File: src/rtl/multicycle_control_unit.sv
// Multi-cycle control FSM for the tinyRISC core: sequences fetch, decode, execute, memory
// and writeback, latches the decode flags, drives commit strobes and tracks errors.
module multicycle_control_unit #(
  parameter int OPCODE_W = 5,
  parameter int TIMEOUT  = 16,
  parameter int CNT_W    = 32
) (
  input  logic                clk,
  input  logic                rst,
  input  logic [OPCODE_W-1:0] opcode,
  input  logic                imem_ready,
  input  logic                dmem_ready,
  input  logic                stall_in,
  input  logic                flag_eq,
  input  logic                flag_gt,
  output logic [2:0]          state,
  output logic                isRet,
  output logic                isSt,
  output logic                isWb,
  output logic                isImmediate,
  output logic                isBeq,
  output logic                isBgt,
  output logic                isUBranch,
  output logic                isLd,
  output logic                isCall,
  output logic                fetch_req,
  output logic                ir_load,
  output logic                alu_en,
  output logic                dmem_req,
  output logic                dmem_we,
  output logic                rf_we,
  output logic [1:0]          wb_sel,
  output logic                pc_load,
  output logic [1:0]          pc_sel,
  output logic                instr_done,
  output logic [CNT_W-1:0]    retire_count,
  output logic                illegal_op,
  output logic                timeout_err
);

  typedef enum logic [2:0] {
    S_FETCH     = 3'd0,
    S_DECODE    = 3'd1,
    S_EXECUTE   = 3'd2,
    S_MEM       = 3'd3,
    S_WRITEBACK = 3'd4,
    S_ERROR     = 3'd7
  } state_t;

  localparam int WAIT_W = $clog2(TIMEOUT);

  state_t            cur;
  logic [WAIT_W-1:0] wait_cnt;
  logic [8:0]        flags;      // {Ret,St,Wb,Imm,Beq,Bgt,UBranch,Ld,Call}
  logic [8:0]        dec_flags;
  logic              legal;
  logic              ready;
  logic              wait_expired;
  logic              branch_taken;

  assign state = cur;
  assign {isRet, isSt, isWb, isImmediate, isBeq, isBgt, isUBranch, isLd, isCall} = flags;

  assign legal        = (opcode <= OPCODE_W'(7));
  assign ready        = (cur == S_FETCH) ? imem_ready : dmem_ready;
  assign wait_expired = !ready && (wait_cnt == WAIT_W'(TIMEOUT - 1));
  assign branch_taken = (isBeq & flag_eq) | (isBgt & flag_gt);

  // NOTE: every always_comb output gets a default first so no path can infer a latch.
  always_comb begin
    dec_flags = 9'b0;
    case (opcode)
      OPCODE_W'(0): dec_flags = 9'b001000000;
      OPCODE_W'(1): dec_flags = 9'b001100000;
      OPCODE_W'(2): dec_flags = 9'b001000010;
      OPCODE_W'(3): dec_flags = 9'b010000000;
      OPCODE_W'(4): dec_flags = 9'b000010100;
      OPCODE_W'(5): dec_flags = 9'b000001100;
      OPCODE_W'(6): dec_flags = 9'b000000001;
      OPCODE_W'(7): dec_flags = 9'b100000000;
      default:      dec_flags = 9'b0;
    endcase
  end

  always_comb begin
    fetch_req  = 1'b0;
    ir_load    = 1'b0;
    alu_en     = 1'b0;
    dmem_req   = 1'b0;
    dmem_we    = 1'b0;
    rf_we      = 1'b0;
    wb_sel     = 2'd0;
    pc_load    = 1'b0;
    pc_sel     = 2'd0;
    instr_done = 1'b0;
    case (cur)
      S_FETCH: begin
        fetch_req = 1'b1;
        ir_load   = imem_ready;
      end
      S_EXECUTE: begin
        pc_sel = isRet ? 2'd2 : (branch_taken ? 2'd1 : 2'd0);
        if (!stall_in) begin
          alu_en = 1'b1;
          if (isBeq | isBgt | isRet) begin
            pc_load    = 1'b1;
            instr_done = 1'b1;
          end
        end
      end
      S_MEM: begin
        dmem_req = 1'b1;
        dmem_we  = isSt;
        if (dmem_ready && isSt) begin
          pc_load    = 1'b1;
          instr_done = 1'b1;
        end
      end
      S_WRITEBACK: begin
        wb_sel = isLd ? 2'd1 : (isCall ? 2'd2 : 2'd0);
        pc_sel = isCall ? 2'd1 : 2'd0;
        if (!stall_in) begin
          rf_we      = 1'b1;
          pc_load    = 1'b1;
          instr_done = 1'b1;
        end
      end
      default: ;
    endcase
  end

  // NOTE: sequential state uses non-blocking assignments only, so every register samples pre-edge values.
  always_ff @(posedge clk) begin
    if (rst) begin
      cur          <= S_FETCH;
      wait_cnt     <= '0;
      flags        <= '0;
      retire_count <= '0;
      illegal_op   <= 1'b0;
      timeout_err  <= 1'b0;
    end else begin
      if (instr_done) retire_count <= retire_count + CNT_W'(1);

      // The wait counter only runs in the two handshake states, so it is zero on entry to either.
      if ((cur == S_FETCH || cur == S_MEM) && !ready) wait_cnt <= wait_cnt + WAIT_W'(1);
      else                                            wait_cnt <= '0;

      case (cur)
        S_FETCH: begin
          if (imem_ready) cur <= S_DECODE;
          else if (wait_expired) begin
            cur         <= S_ERROR;
            timeout_err <= 1'b1;
          end
        end
        S_DECODE: begin
          if (!stall_in) begin
            flags <= dec_flags;
            if (legal) cur <= S_EXECUTE;
            else begin
              cur        <= S_ERROR;
              illegal_op <= 1'b1;
            end
          end
        end
        S_EXECUTE: begin
          if (!stall_in) begin
            if (isBeq | isBgt | isRet) cur <= S_FETCH;
            else if (isLd | isSt)      cur <= S_MEM;
            else                       cur <= S_WRITEBACK;
          end
        end
        S_MEM: begin
          if (dmem_ready) cur <= isLd ? S_WRITEBACK : S_FETCH;
          else if (wait_expired) begin
            cur         <= S_ERROR;
            timeout_err <= 1'b1;
          end
        end
        S_WRITEBACK: begin
          if (!stall_in) cur <= S_FETCH;
        end
        default: cur <= S_ERROR;
      endcase
    end
  end

endmodule

File: config.mk
export PLATFORM = sky130hd
export DESIGN_NAME = multicycle_control_unit
export DESIGN_NICKNAME = d
export VERILOG_FILES = /design/src/rtl/multicycle_control_unit.sv
export SDC_FILE = /design/constraint.sdc
export NUM_CORES = 1
export LEC_CHECK = 0
export CAP_MARGIN = 20
export CELL_PAD_IN_SITES_DETAIL_PLACEMENT = 0
export CELL_PAD_IN_SITES_GLOBAL_PLACEMENT = 1
export CORE_MARGIN = 8
export CORE_UTILIZATION = 35
export DETAILED_ROUTE_END_ITERATION = 10
export PLACE_DENSITY_LB_ADDON = 0.1
export SKIP_LAST_GASP = 1
export SYNTH_ARGS = -nofsm -noshare
export SYNTH_HDL_FRONTEND = slang
export SYNTH_SLANG_ARGS = --single-unit
File: constraint.sdc
create_clock -name clk -period 2.4 [get_ports clk]
set_input_delay 0.48 -clock clk [delete_from_list [all_inputs] [get_ports clk]]
set_output_delay 0.48 -clock clk [all_outputs]
set_load 0.005 [all_outputs]
Yosys cells after proc, flatten, opt, wreduce, memory -nomap -nowiden
Memories as Yosys holds them, arrays and structs flattened.
Index checks and enable logic that the tools add are counted.
{"block": "totals", "n_memories": 1, "in_bits": 12, "word_cells": 77, "reg_bits": 50, "rom_bits": 72}
{"name": "(name not given)", "words": 8, "word_bits": 9, "rd": 1, "rd_ports_with_merged_regs": 0, "wr": 0, "line_no": "72", "text": "case (opcode)"}
{"block": "op_classes", "mux": 35, "n_reduce_logical": 13, "eq_ne": 10, "magnitude_cmp": 1, "bitwise": 9, "n_addsub": 2}
{"op": "adder 32 x 1 -> 32 bit, second input constant", "n": 1}
{"op": "2-to-1 mux 3 bit", "n": 10}
{"op": "2-to-1 mux 1 bit", "n": 16}
{"op": "case mux 3 bit (5 select lines)", "n": 1}
{"op": "inequality test 2 bit, second input constant", "n": 5}
{"op": "2-to-1 mux 9 bit", "n": 1}
{"op": "AND reduction 3 bit", "n": 3}
{"op": "2-to-1 mux 2 bit", "n": 4}
{"op": "== test 3 x 2 -> 1 bit, second input constant", "n": 2}
{"op": "<= comparator 5 x 3 -> 1 bit, second input constant", "n": 1}
{"op": "adder 4 x 1 -> 4 bit, second input constant", "n": 1}
{"op": "== test 4 bit, second input constant", "n": 1}
{"op": "OR 1 bit", "n": 4}
{"op": "case mux 2 bit (2 select lines)", "n": 1}
{"op": "== test 3 x 1 -> 1 bit, second input constant", "n": 1}
{"op": "== test 3 bit, second input constant", "n": 1}
{"op": "logical AND 1 bit", "n": 3}
{"op": "zero test 3 bit", "n": 1}
{"op": "NOT 1 bit", "n": 3}
{"op": "case mux 1 bit (3 select lines)", "n": 1}
{"op": "bitwise AND 1 bit", "n": 2}
{"op": "zero test 2 bit", "n": 1}
{"op": "case mux 1 bit (2 select lines)", "n": 1}
{"op": "AND reduction 2 bit", "n": 1}
{"op": "4 further kinds", "n": 4}

Longest topological paths before layout
{"block": "logic_depth", "depth_word": 7, "ltp_mapped": 9, "depth_no_buf": 6}

Worst setup path after synthesis
OpenSTA, ideal clock, no wires.
{"block": "synth_path", "path_kind": "input to output", "startpoint": "input stall_in", "endpoint": "output pc_load", "t_arrival_ps": 1793, "required_time_ps": 1920, "slack_ps": 127, "stages": 6, "cell_sequence": "clkbuf_1 > nor4b_2 > a22oi_1 > clkbuf_1 > nand2_1 > buf_4"}
{"block": "synth_via", "elab_chain_cells": 2, "elab_cells_between_ends": 3, "classes_between": "mux: 3"}
{"element": "from (decl)", "line_no": "13", "text": "input logic stall_in,"}
{"element": "2-to-1 mux 1 bit, on equally long branches"}
{"element": "case mux 1 bit (3 select lines) (*)"}
{"element": "to (decl)", "line_no": "33", "text": "output logic pc_load,"}
Every way passes the cells marked *; elsewhere a longest branch is shown, timed or not.

Worst setup path in the final report
{"block": "layout_path", "startpoint": "register cur[0] (netlist: state[0])", "endpoint": "output instr_done"}
{"block": "layout_via", "elab_chain_cells": 2, "elab_cells_between_ends": 4, "classes_between": "eq/ne: 3; mux: 1"}
{"element": "from (decl)", "line_no": "52", "text": "state_t cur;"}
{"element": "from (signal assigned)", "line_no": "174", "text": "if (dmem_ready) cur <= isLd ? S_WRITEBACK : S_FETCH;"}
{"element": "== test 3 bit / == test 3 x 2 -> 1 bit (equally long branches)", "line_no": "96", "text": "case (cur)"}
{"element": "case mux 1 bit (3 select lines) (*)", "line_no": "96"}
{"element": "to (decl)", "line_no": "35", "text": "output logic instr_done,"}
Marks and branches as above.

==> metrics.txt <==
syn nets=337; crit path max fanout=4; Hold-fix buffers, CTS=0; Syn Inst Count=323; Flop pwr share=0.410; Max-Cap Viols=0; pwr dens=579 nW/µm²; total wire length=7440 µm; Detail Placement HPWL=5510 µm; Switching Share=0.292; FP Rows=31; Root Buffer=clkbuf_8; Comb power frac=0.312; Post-Syn Area per Cell=8.17 µm²; commonest non-fill, non-tap cell in the layout=clkdlybuf4s50_1; Vias/cell=5.23; htree depth=2; ANT cells=0; max-slew violations=0; vias in the first global route=2535; CTS buffer count=5; post-route cell area=3740 µm²; Post-synth EDFFs=0; Slew HR=0.586; async set-reset flop share out of synthesis=0; largest net degree at the start of global routing=34; CORE AREA=7290 µm²; Int Power=1.53 mW; VDD IR max=0.438 mV; area grow syn2layout=41.7%; setup TNS=0 ns; RSZ-0062 raised after global routing=true; Ports=70; Detail Route Antenna Nets=0; via count=2656; Required @ worst endpoint=1.92 ns; Yosys warnings=0; worst slew pin tran=0.621 ns; die extent in y=103 µm; drt drc=0; Min-Delay Path Class=reg -> reg; status=complete, no violations; part of the cycle the worst path needs=0.987; Synth Cell Area=2640 µm²; uppermost routed layer=met4; Clock transition at path regs=0.08 ns; met3 wire len=555 µm; FF+latch count, synth=50; antenna violations before repair=0; first drt pass iteration count=4; total track usage=0.145; Setup CP Type=reg -> out; CTS tree=done; clk_skew=0.0114 ns; top_reg_cell synth=dfxtp_1; routed wire length on met2=3440 µm; DP Area=3580 µm²; sw power=0.632 mW; DIE AREA=10600 µm²; Post-layout nets=423; Clock power frac=0.278; gpl congestion=0.818; LEAKAGE=1.28 nW; TritonCTS Sinks=50; Starting Density=0.362; Port Buffers=69; synth unique cells=54; share of cells above drive strength 1=0.127; commonest non-fill, non-tap cells in the layout=clkdlybuf4s50_1, dfxtp_1, nor2_1; M1 WL=3340 µm; R2R Setup Slk=0.24 ns; First DRT Iteration DRCs=70; Final Power=2.17 mW; wire length per cell=14.6 µm; first-pass GRT wire length=12300 µm; crit path launch type=flop; Final setup viols=0; Die Width=103 µm; fin crit period=2.37 ns; post-synthesis sequential area ratio=0.379; endpoint class of the critical path=output port; worst path arrival time=1.89 ns; final hold vios=0; fmax=422 MHz; Worst-Skew Late Latency=0.30 ns; GRT Residual Overflow=0; Max Buffers Root-to-Sink=2
[cells in the mapped netlist (2+ instances only)]
cell type  number  share of area
a32oi_1         2         0.0066
and4_1          5          0.017
nand2b_1        3         0.0071
o21ai_0         9          0.017
or3_1          10          0.024
nor3b_1         2         0.0057
o31ai_1         7          0.020
mux2_2          2         0.0085
nor4_1          4         0.0095
buf_2           3         0.0057
dfxtp_1        50           0.38
buf_1           2         0.0028
nand2_1        18          0.026
clkbuf_1       11          0.016
and3_1          4         0.0095
ha_1            2         0.0095
or4_1           7          0.020
and2_1          4         0.0095
inv_1          12          0.017
a2111oi_0       4          0.013
nand3_1        13          0.025
nor2b_1         5          0.012
buf_6           3          0.013
nand4_1         7          0.017
xor2_1          2         0.0066
nor2_1         46          0.065
a22oi_1         5          0.014
a211oi_1       11          0.031
a21oi_1        22          0.042
nor3_1          8          0.015
xnor2_1        17          0.056
[final timing paths]
path / from / endpoint / cells after the start
worst max register to register: retire_count[5]$_SDFFE_PP0P_ / retire_count[24]$_SDFFE_PP0P_ / 5
worst min register to register: wait_cnt[0]$_SDFF_PP0_ / wait_cnt[0]$_SDFF_PP0_ / 1
worst max-delay path: state[0]$_SDFFE_PP0P_ / instr_done / 4
worst min-delay path: wait_cnt[0]$_SDFF_PP0_ / wait_cnt[0]$_SDFF_PP0_ / 1
[per-layer routing]
layer  track usage  up-vias
met5             0        -
met1         0.175     1235
met3        0.0466        7
li1              -     1344
met2         0.240       70
met4        0.0400        0
[timing repair]
item | 4_1_cts | 5_1_grt
gates resized for setup | 4 | 11
buffers inserted | 0 | 0
hold endpoints to repair | 0 | 0
setup endpoints to repair | 3 | 6
pin swaps | 0 | 2
[final cells by class]
type                    count  area [µm²]
fillers                   741        3550
multi-input cells         240        1500
flip-flops and latches     50        1000
repair buffers             99         945
well taps                  99         124
clock buffers               6        82.6
inverters                  13        61.3
clock inverters             1        30.0
[worst max-delay path: stages, from the launching register on]
cell	delay [ns]
dfxtp_1	0.33
or3b_4	0.41
or2_4	0.25
nand2_2	0.10
clkdlybuf4s50_1	0.51
[per-stage QoR]
| stage | cells | util | hold WS, ns | worst slack (ns) |
|---|---|---|---|---|
| 2_1_floorplan | 323 | - | 0.418 | 0.127 |
| 3_3_place_gp | 501 | 0.491 | 0.428 | -0.117 |
| 3_5_place_dp | 501 | 0.491 | 0.441 | -0.142 |
| 4_1_cts | 508 | 0.508 | 0.459 | -0.0947 |
| 5_1_grt | 508 | 0.513 | 0.477 | -0.0651 |
| 6_report | 508 | 0.513 | 0.455 | 0.0321 |
[kinds of logic after synthesis]
kind of cell | share of synthesized area
and+or+nand+nor | 0.285
AOI/OAI and AO/OA | 0.192
DFF | 0.379
buffers and inverters | 0.0630
xor gates and xnor gates | 0.0630
muxes | 0.00853
adders and majority gates | 0.00948
[state kept, by name (all words and copies together) (netlist names)]
signal        count
illegal_op        1
flags             9
state             3
wait_cnt          4
retire_count     32
timeout_err       1
[power by group through the flow]
stage / sequential, mW / combinational, mW / clock, mW
floorplan: 0.913 / 0.358 / 0
global placement: 0.901 / 0.647 / 0
detailed placement: 0.903 / 0.645 / 0
CTS: 0.885 / 0.656 / 0.628
global route: 0.892 / 0.743 / 0.664
finish: 0.888 / 0.676 / 0.603
No activity file was read; power rests on OpenSTA's default activity.
